===== config.mk =====
export PLATFORM = sky130hd
export DESIGN_NAME = if_id_queue
export DESIGN_NICKNAME = d
export VERILOG_FILES = /design/src/rtl/if_id_queue.sv
export SDC_FILE = /design/constraint.sdc
export NUM_CORES = 1
export LEC_CHECK = 0
export CORE_ASPECT_RATIO = 0.8
export CORE_MARGIN = 2
export CORE_UTILIZATION = 45
export DETAILED_ROUTE_END_ITERATION = 8
export GPL_ROUTABILITY_DRIVEN = 0
export PLACE_DENSITY = 0.84
export SYNTH_ARGS = -nofsm -noshare
export SYNTH_HDL_FRONTEND = slang
export SYNTH_SLANG_ARGS = --single-unit

===== constraint.sdc =====
create_clock -name Clk -period 10 [get_ports Clk]
set_input_delay 1.5 -clock Clk [delete_from_list [all_inputs] [get_ports Clk]]
set_output_delay 1.5 -clock Clk [all_outputs]
set_load 0.01 [all_outputs]

===== src/rtl/if_id_queue.sv =====
// if_id_queue: elastic IF/ID pipeline boundary.
// A DEPTH-entry circular buffer of {PC, PC+4, instruction} decouples fetch from
// decode. Flush empties the queue in one cycle for taken branches and jumps.
// Optional feature macro: IFID_DECODE_FIELDS_EN adds the decoded field outputs
// (register numbers, 16-bit offset, 26-bit jump target) sliced from the head.
//
// Handshake: a transfer happens on a rising edge where valid and ready are both
// high (and Flush is low). InReady_IF depends only on Count, never on
// OutReady_ID. The head outputs stay stable while OutValid_ID is high and
// OutReady_ID is low.
module if_id_queue #(
  parameter int DATA_W = 32,
  parameter int ADDR_W = 32,
  parameter int DEPTH  = 2
) (
  input  logic                       Clk,
  input  logic                       Reset,
  input  logic                       InValid_IF,
  output logic                       InReady_IF,
  input  logic [ADDR_W-1:0]          PC_IF,
  input  logic [ADDR_W-1:0]          PCAdderResult_IF,
  input  logic [DATA_W-1:0]          Instruction_IF,
  input  logic                       Flush,
  output logic                       OutValid_ID,
  input  logic                       OutReady_ID,
  output logic [ADDR_W-1:0]          PC_ID,
  output logic [ADDR_W-1:0]          PCAdderResult_ID,
  output logic [DATA_W-1:0]          Instruction_ID,
`ifdef IFID_DECODE_FIELDS_EN
  output logic [4:0]                 ReadReg1_ID,
  output logic [4:0]                 ReadReg2_ID,
  output logic [4:0]                 Rd_ID,
  output logic [15:0]                Offset_ID,
  output logic [25:0]                J_ID,
`endif
  output logic [$clog2(DEPTH+1)-1:0] Count
);

  localparam int PTR_W = $clog2(DEPTH);
  localparam int CNT_W = $clog2(DEPTH+1);

  logic [ADDR_W-1:0] pc_mem    [DEPTH];
  logic [ADDR_W-1:0] pcadd_mem [DEPTH];
  logic [DATA_W-1:0] instr_mem [DEPTH];

  logic [PTR_W-1:0] wp;
  logic [PTR_W-1:0] rp;
  logic             push;
  logic             pop;

  assign InReady_IF  = (Count != CNT_W'(DEPTH));
  assign OutValid_ID = (Count != '0);
  assign push        = InValid_IF & InReady_IF & ~Flush;
  assign pop         = OutValid_ID & OutReady_ID & ~Flush;

  // Entry storage: written at wp on push; contents are never reset because
  // the head outputs are masked by Count.
  always_ff @(posedge Clk) begin
    if (push) begin
      pc_mem[wp]    <= PC_IF;
      pcadd_mem[wp] <= PCAdderResult_IF;
      instr_mem[wp] <= Instruction_IF;
    end
  end

  // Pointer and occupancy update with priority Reset > Flush > push/pop.
  always_ff @(posedge Clk) begin
    if (Reset) begin
      wp    <= '0;
      rp    <= '0;
      Count <= '0;
    end else if (Flush) begin
      wp    <= '0;
      rp    <= '0;
      Count <= '0;
    end else begin
      if (push) wp <= wp + PTR_W'(1);
      if (pop)  rp <= rp + PTR_W'(1);
      case ({push, pop})
        2'b10:   Count <= Count + CNT_W'(1);
        2'b01:   Count <= Count - CNT_W'(1);
        default: Count <= Count;
      endcase
    end
  end

  // Head read of entry rp, forced to zero (a NOP bubble) when empty.
  always_comb begin
    PC_ID            = '0;
    PCAdderResult_ID = '0;
    Instruction_ID   = '0;
    if (OutValid_ID) begin
      PC_ID            = pc_mem[rp];
      PCAdderResult_ID = pcadd_mem[rp];
      Instruction_ID   = instr_mem[rp];
    end
  end

`ifdef IFID_DECODE_FIELDS_EN
  // Decoded fields are slices of the masked head, so they read 0 when empty.
  always_comb begin
    ReadReg1_ID = Instruction_ID[25:21];
    ReadReg2_ID = Instruction_ID[20:16];
    Rd_ID       = Instruction_ID[15:11];
    Offset_ID   = Instruction_ID[15:0];
    J_ID        = Instruction_ID[25:0];
  end
`endif

endmodule


==> reports/metrics.cfg, run 1 <==
[power]
switchingPower_uw=363
leakage_nw=3.22
swShare_pct=21.2
pwr-share-clk_pct=38.2
combinationalPowerShare_pct=7.0
max-vdd-ir-drop_uv=148
p_per_area_mw_per_mm2=167
seqPwrFrac_pct=54.8
internal_power_mw=1.35

[die]
fp.dieW_um=148
start_util_pct=45.5
die_area_mm2=0.0176
num_rows=42
fp.dieH_um=119
core_mm2=0.0164
ios=201

[yosys]
synth_area_mm2=0.00746
ys_ff_latch=197
synthFlopType=edfxtp_1
synth.most_common_cell=edfxtp_1
yosys.area.top_type=edfxtp_1
yosys-top-cells-count=192 x edfxtp_1, 103 x nor2_1, 96 x mux2i_1, 12 x buf_2, 5 x dfxtp_1
synth_edf_count=192
synth_area_per_cell_um2=17.2
syn_inst=433
synth_cell_types=20
synth-warning-count=0
async_flop_share_pct=0
synthTopCellsByArea=edfxtp_1 77%, mux2i_1 13%, nor2_1 5.2%
syn_nets=535
synth_seq_area_share_pct=78.7
yosysTopAreaCellShare_pct=77.3

[setup_path]
cpMaxStageDelayCell=buf_4
critPathRequiredTime_ns=8.50
crit_path_max_fanout=64
rrSetupSlack_ns=7.99
crit_path_start_kind=register
end_kind=output port
crit_end=PC_ID[10]
critPathKind=reg2out
crit_path_cell_trace=buf_4, mux2i_1, nor2_1, clkdlybuf4s50_1
reg2reg_from=Count[0]
arrival_ns=3.07
cpPeakStageDelay_ns=0.90
reg2reg_to=pc_mem[1][12]
rr_worst_depth=4

[finish]
stdcell_area_mm2=0.0102
final_layout_size_suffix_gt1_share_pct=6.46
nets=739
diodes=0
synthToLayoutAreaGrowth_pct=37.3
stdcell_count=870

[cts]
path_clk_slew_ns=0.07
post_cts_resized=0
root_buffer=clkbuf_16
post_cts_buffers=0
tritoncts=built
cts_num_sinks=197
max-clock-path-buffers=2
clk-insertion-delay-late_ns=0.42
holdBufCountCts=0
numCtsBuffers=17
htreeDepth=4

[route]
drt-pass1-iter-count=4
wire_per_inst_um=17.0
viasPerCell=4.87
routed_wl_mm=14.8
vias=4236
ant_nets=0
drt_iter0_drc=241
drcViolationCount=0

[sta]
max_freq_ghz=0.219
fin_ws_ns=5.43
fin_crit_ns=4.57
maxSlewViolCount=0
clock_skew_ns=0.00517
rsz0062_at_grt=no
tightest_slew_ns=1.11
slew_headroom_pct=26.2
min_period_over_period_pct=45.7
setup_viol=0
finalSetupTns_ns=0
final-hold-violation-count=0

[placed_design]
dp.cells=838
dpl-instance-area_mm2=0.00967
dp_hpwl_mm=9.68
portBuffers=200
dp_slack_ns=5.84

[run_status]
status=finished clean

[grt]
grt_pass1_wl_mm=22.9
grt_pass1_vias=4432
overflow=0
grt_usage_pct=17.0
antenna_found_initial=0
grt_start_max_net_pins=98

[hold_path]
hold_class=reg2reg

[run]
drv_cap=0

stage by stage:
step / total power [mW] / hold slack (ns) / utilization [%]
final: 1.71 / 0.518 / 62.4
after global routing: 1.77 / 0.541 / 62.4
after CTS: 1.73 / 0.523 / 62.4
after detailed placement: 1.08 / 0.507 / 59.0
after global placement: 1.07 / 0.490 / 59.0
after floorplan: 1.00 / 0.472 / -
kinds of logic (layout without fill, tap and decap cells):
group                    Yosys count  in the layout  synth area share [%]
AO/OA/AOI/OAI                      5              5                 0.369
flip-flops                       197            197                  78.7
multiplexers                      96             96                  12.9
AND/OR/NAND/NOR                  108            108                  5.60
XOR/XNOR                           3              3                 0.352
buffers and inverters             23            240                  1.96
adder cells (fa/ha/maj)            1              1                 0.168
routing by layer:
metal / track usage (%) / share of wire (%) / vias up
met5: 0 / 0 / -
met4: 5.24 / 1.1 / 0
met3: 5.52 / 6.5 / 15
met2: 28.3 / 50 / 136
met1: 21.4 / 42 / 2078
li1: - / - / 2007
flip-flops by register name (all words and copies together) (netlist names), named ones only:
signal,cells
wp,1
Count,2
pc_mem,64
instr_mem,64
rp,1
pcadd_mem,64
cells in the final DEF, fill, tap and decap left out, drive strengths merged:
master,netlist,final
clkdlybuf4s50,0,200
inv,2,8
a21oi,2,2
clkinvlp,0,3
buf,20,6
bufinv,0,1
o21ai,2,2
clkbuf,1,18
a21o,1,1
nor2,103,103
clkinv,0,4
or3,1,1
nand3,1,1
ha,1,1
xnor2,1,1
edfxtp,192,192
nand2b,1,1
dfxtp,5,5
nand3b,1,1
or2,1,1
mux2i,96,96
xor2,2,2
how the worst min path moves through the flow:
stage | from | to | slack [ns] | cells past startpoint
global route | rp | register | 0.54 | 2
global placement | rp | rp | 0.49 | 2
floorplan | rp | register | 0.47 | 2
CTS | rp | rp | 0.52 | 2
finish | rp | register | 0.52 | 2
detailed placement | rp | rp | 0.51 | 2
power by group through the flow:
stage / logic (mW) / clock network [mW] / registers (mW)
final: 0.119 / 0.655 / 0.939
after detailed placement: 0.120 / 0 / 0.957
after CTS: 0.121 / 0.671 / 0.939
after global placement: 0.116 / 0 / 0.955
after floorplan: 0.0417 / 0 / 0.958
after global routing: 0.129 / 0.705 / 0.940
critical path, delay by kind of cell (launching register included):
family | cells | cell delay (ns)
DFF | 1 | 0.71
and+or+nand+nor | 1 | 0.18
buffers and inverters | 2 | 1.47
muxes | 1 | 0.19
layout make-up:
class	count	area, µm²
fillers	1218	6160
well taps	220	275
clock inverters	14	143
multi-input cells	213	1470
clock buffers	18	429
flip-flops and latches	197	5870
repair buffers	206	2050
inverters	2	7.51
Power figures use the tool's default switching activity.
==> inputs of run 2 (changes only) <==
- clock period: 10 -> 4.6 ns (I/O delays scaled with it)
==> run 2 against run 1 <==
Compared with the run above:
- cell count rose by 0.23%
- sequential share of layout area barely moved
- non-clock buffer count is 2 higher
- sequential cell count is the same
- critical path type unchanged
- clock power up 120%
- utilization grew 0.053 points
- die area stayed put
- routed wire length grew 0.78%
- highest routed layer unchanged
- critical endpoint is now Instruction_ID[15]
- design area about the same
- first-iteration DRC count down 24%
==> reports/metrics.cfg, run 2 (synthesis results as in run 1) <==
[grt]
grt_pass1_wl_mm=22.7  ; -1.2%
grt_busiest_layer=met2
met3_usage_pct=5.02  ; -0.50 points
grt_pass1_vias=4384  ; -1.1%
met2_usage_pct=29.1  ; +0.76 points
grt_usage_pct=17.1  ; +0.071 points
grt_start_max_net_pins=53  ; -46%
use_met1_pct=20.8  ; -0.62 points
overflow=0  ; unchanged
antenna_found_initial=0  ; unchanged

[sta]
clock_skew_ns=0.00649  ; +0.00132 ns
slew_headroom_pct=41.9  ; +16 points
rsz0062_at_grt=no
max_freq_ghz=0.307
hold_ws_ns=0.524  ; +0.00584 ns
tightest_slew_ns=0.871  ; -0.235 ns
finalSetupTns_ns=0  ; unchanged
min_period_over_period_pct=70.7
maxSlewViolCount=0  ; unchanged
final-hold-violation-count=0  ; unchanged
fin_crit_ns=3.25
setup_viol=0  ; unchanged

[cts]
clk-insertion-delay-late_ns=0.42  ; about the same
path_clk_slew_ns=0.07  ; about the same
post_cts_resized=0  ; unchanged
numCtsBuffers=17  ; unchanged
max-clock-path-buffers=2  ; unchanged
post_cts_buffers=0  ; unchanged
root_buffer=clkbuf_16
tritoncts=built
cts_num_sinks=197  ; unchanged
holdBufCountCts=0  ; unchanged
htreeDepth=4  ; unchanged

[die]
core_mm2=0.0164  ; unchanged
start_util_pct=45.5  ; unchanged
die_area_mm2=0.0176  ; unchanged
num_rows=42  ; unchanged
fp.dieW_um=148  ; unchanged
fp.dieH_um=119  ; unchanged
ios=201  ; unchanged

[hold_path]
hold_class=reg2reg

[route]
drt_iter0_drc=183  ; -24%
viasPerCell=4.88  ; +0.19%
vias=4254  ; +0.42%
drt-pass1-iter-count=4  ; unchanged
routed_wl_mm=14.9  ; +0.78%
wire_per_inst_um=17.1  ; +0.55%
ant_nets=0  ; unchanged
drcViolationCount=0  ; unchanged

[finish]
final_cell_mix=200 x clkdlybuf4s50_1, 192 x edfxtp_1, 100 x nor2_1, 96 x mux2i_1, 17 x clkbuf_16
layout_commonest_cell=clkdlybuf4s50_1
multi_input_area_mm2=0.00147  ; unchanged
final_layout_size_suffix_gt1_share_pct=6.13  ; -0.33 points
regArea_mm2=0.00587  ; unchanged
synthToLayoutAreaGrowth_pct=37.4  ; about the same
diodes=0  ; unchanged
top_regs=instr_mem x64, pc_mem x64, pcadd_mem x64
stdcell_count=872  ; +0.23%
nets=741  ; +0.27%
stdcell_area_mm2=0.0102  ; about the same
fillers=1172  ; -3.8%

[run_status]
status=finished clean

[placed_design]
dp_hpwl_mm=9.85  ; +1.8%
dp.cells=840  ; +0.24%
dpl-instance-area_mm2=0.00968  ; +0.16%
portBuffers=200  ; unchanged

[run]
drv_cap=0  ; unchanged

[power]
leakage_nw=3.23  ; +0.29%
p_per_area_mw_per_mm2=363  ; +120%
max-vdd-ir-drop_uv=255  ; +72%

[setup_path]
reg2reg_from=Count[0]
crit_end=Instruction_ID[15]
end_kind=output port
crit_path_max_fanout=37  ; -42%
cp-startpoint=Count[1]
cpMaxStageDelayCell=nor2_4
reg2reg_to=pcadd_mem[0][26]
cpPeakStageDelay_ns=0.69  ; -0.21 ns
rrSetupSlack_ns=2.51  ; -5.48 ns
crit_path_start_kind=register
critPathRequiredTime_ns=3.91  ; -4.59 ns
arrival_ns=2.56  ; -0.51 ns
rr_worst_depth=4  ; unchanged
crit_path_cell_trace=nor2_4, buf_4, nor2_1, clkdlybuf4s50_1
critPathKind=reg2out

## run 2: cell count changes in the layout (fill, tap and decap cells not counted), sizes merged
cell / before / now
buf: 6 / 8
clkinv: 4 / 6
clkinvlp: 3 / 1
bufinv: 1 / 2
inv: 8 / 5
clkbuf: 18 / 20
## run 2: worst min-delay path by stage
stage,from,to,cells past startpoint
after floorplan,rp,register,2
after global placement,rp,rp,2
after detailed placement,rp,rp,2
after CTS,rp,rp,2
after global routing,rp,rp,2
final,rp,rp,2
## run 2: final cells by class
class	count	share of cell area, %
clock buffer	20	4.26
clock inverter	12	1.26
inverter	2	0.0733
multi-input combinational	213	14.3
sequential	197	57.3
tap	220	2.69
timing repair buffer	208	20.1
## run 2: layer usage
layer	wire length [µm]	share of wire [%]
met5	0	0
met4	197	1.3
met3	926	6.2
met2	7540	51
met1	6260	42
## run 2: power by group
group | leakage [nW] | internal (mW) | total [mW] | switching (mW)
clock | 0.274 | 0.803 | 1.42 | 0.619
sequential | 1.80 | 2.03 | 2.04 | 0.0132
combinational | 1.15 | 0.146 | 0.262 | 0.116
total | 3.23 | 2.97 | 3.72 | 0.749
## run 2: critical path: cells and delay by family, from the launching register on
kind | cells | cell delay (ns)
buffers and inverters | 2 | 0.97
flip-flops | 1 | 0.37
AND/OR/NAND/NOR | 2 | 0.80
## run 2: per-stage QoR
step	setup WS, ns	utilization (%)	total power, mW
after global placement	1.81	59.1	2.33
after CTS	1.27	62.5	3.76
after floorplan	-0.842	-	2.17
after global routing	1.13	62.5	3.84
after detailed placement	1.74	59.1	2.34
final	1.35	62.5	3.72
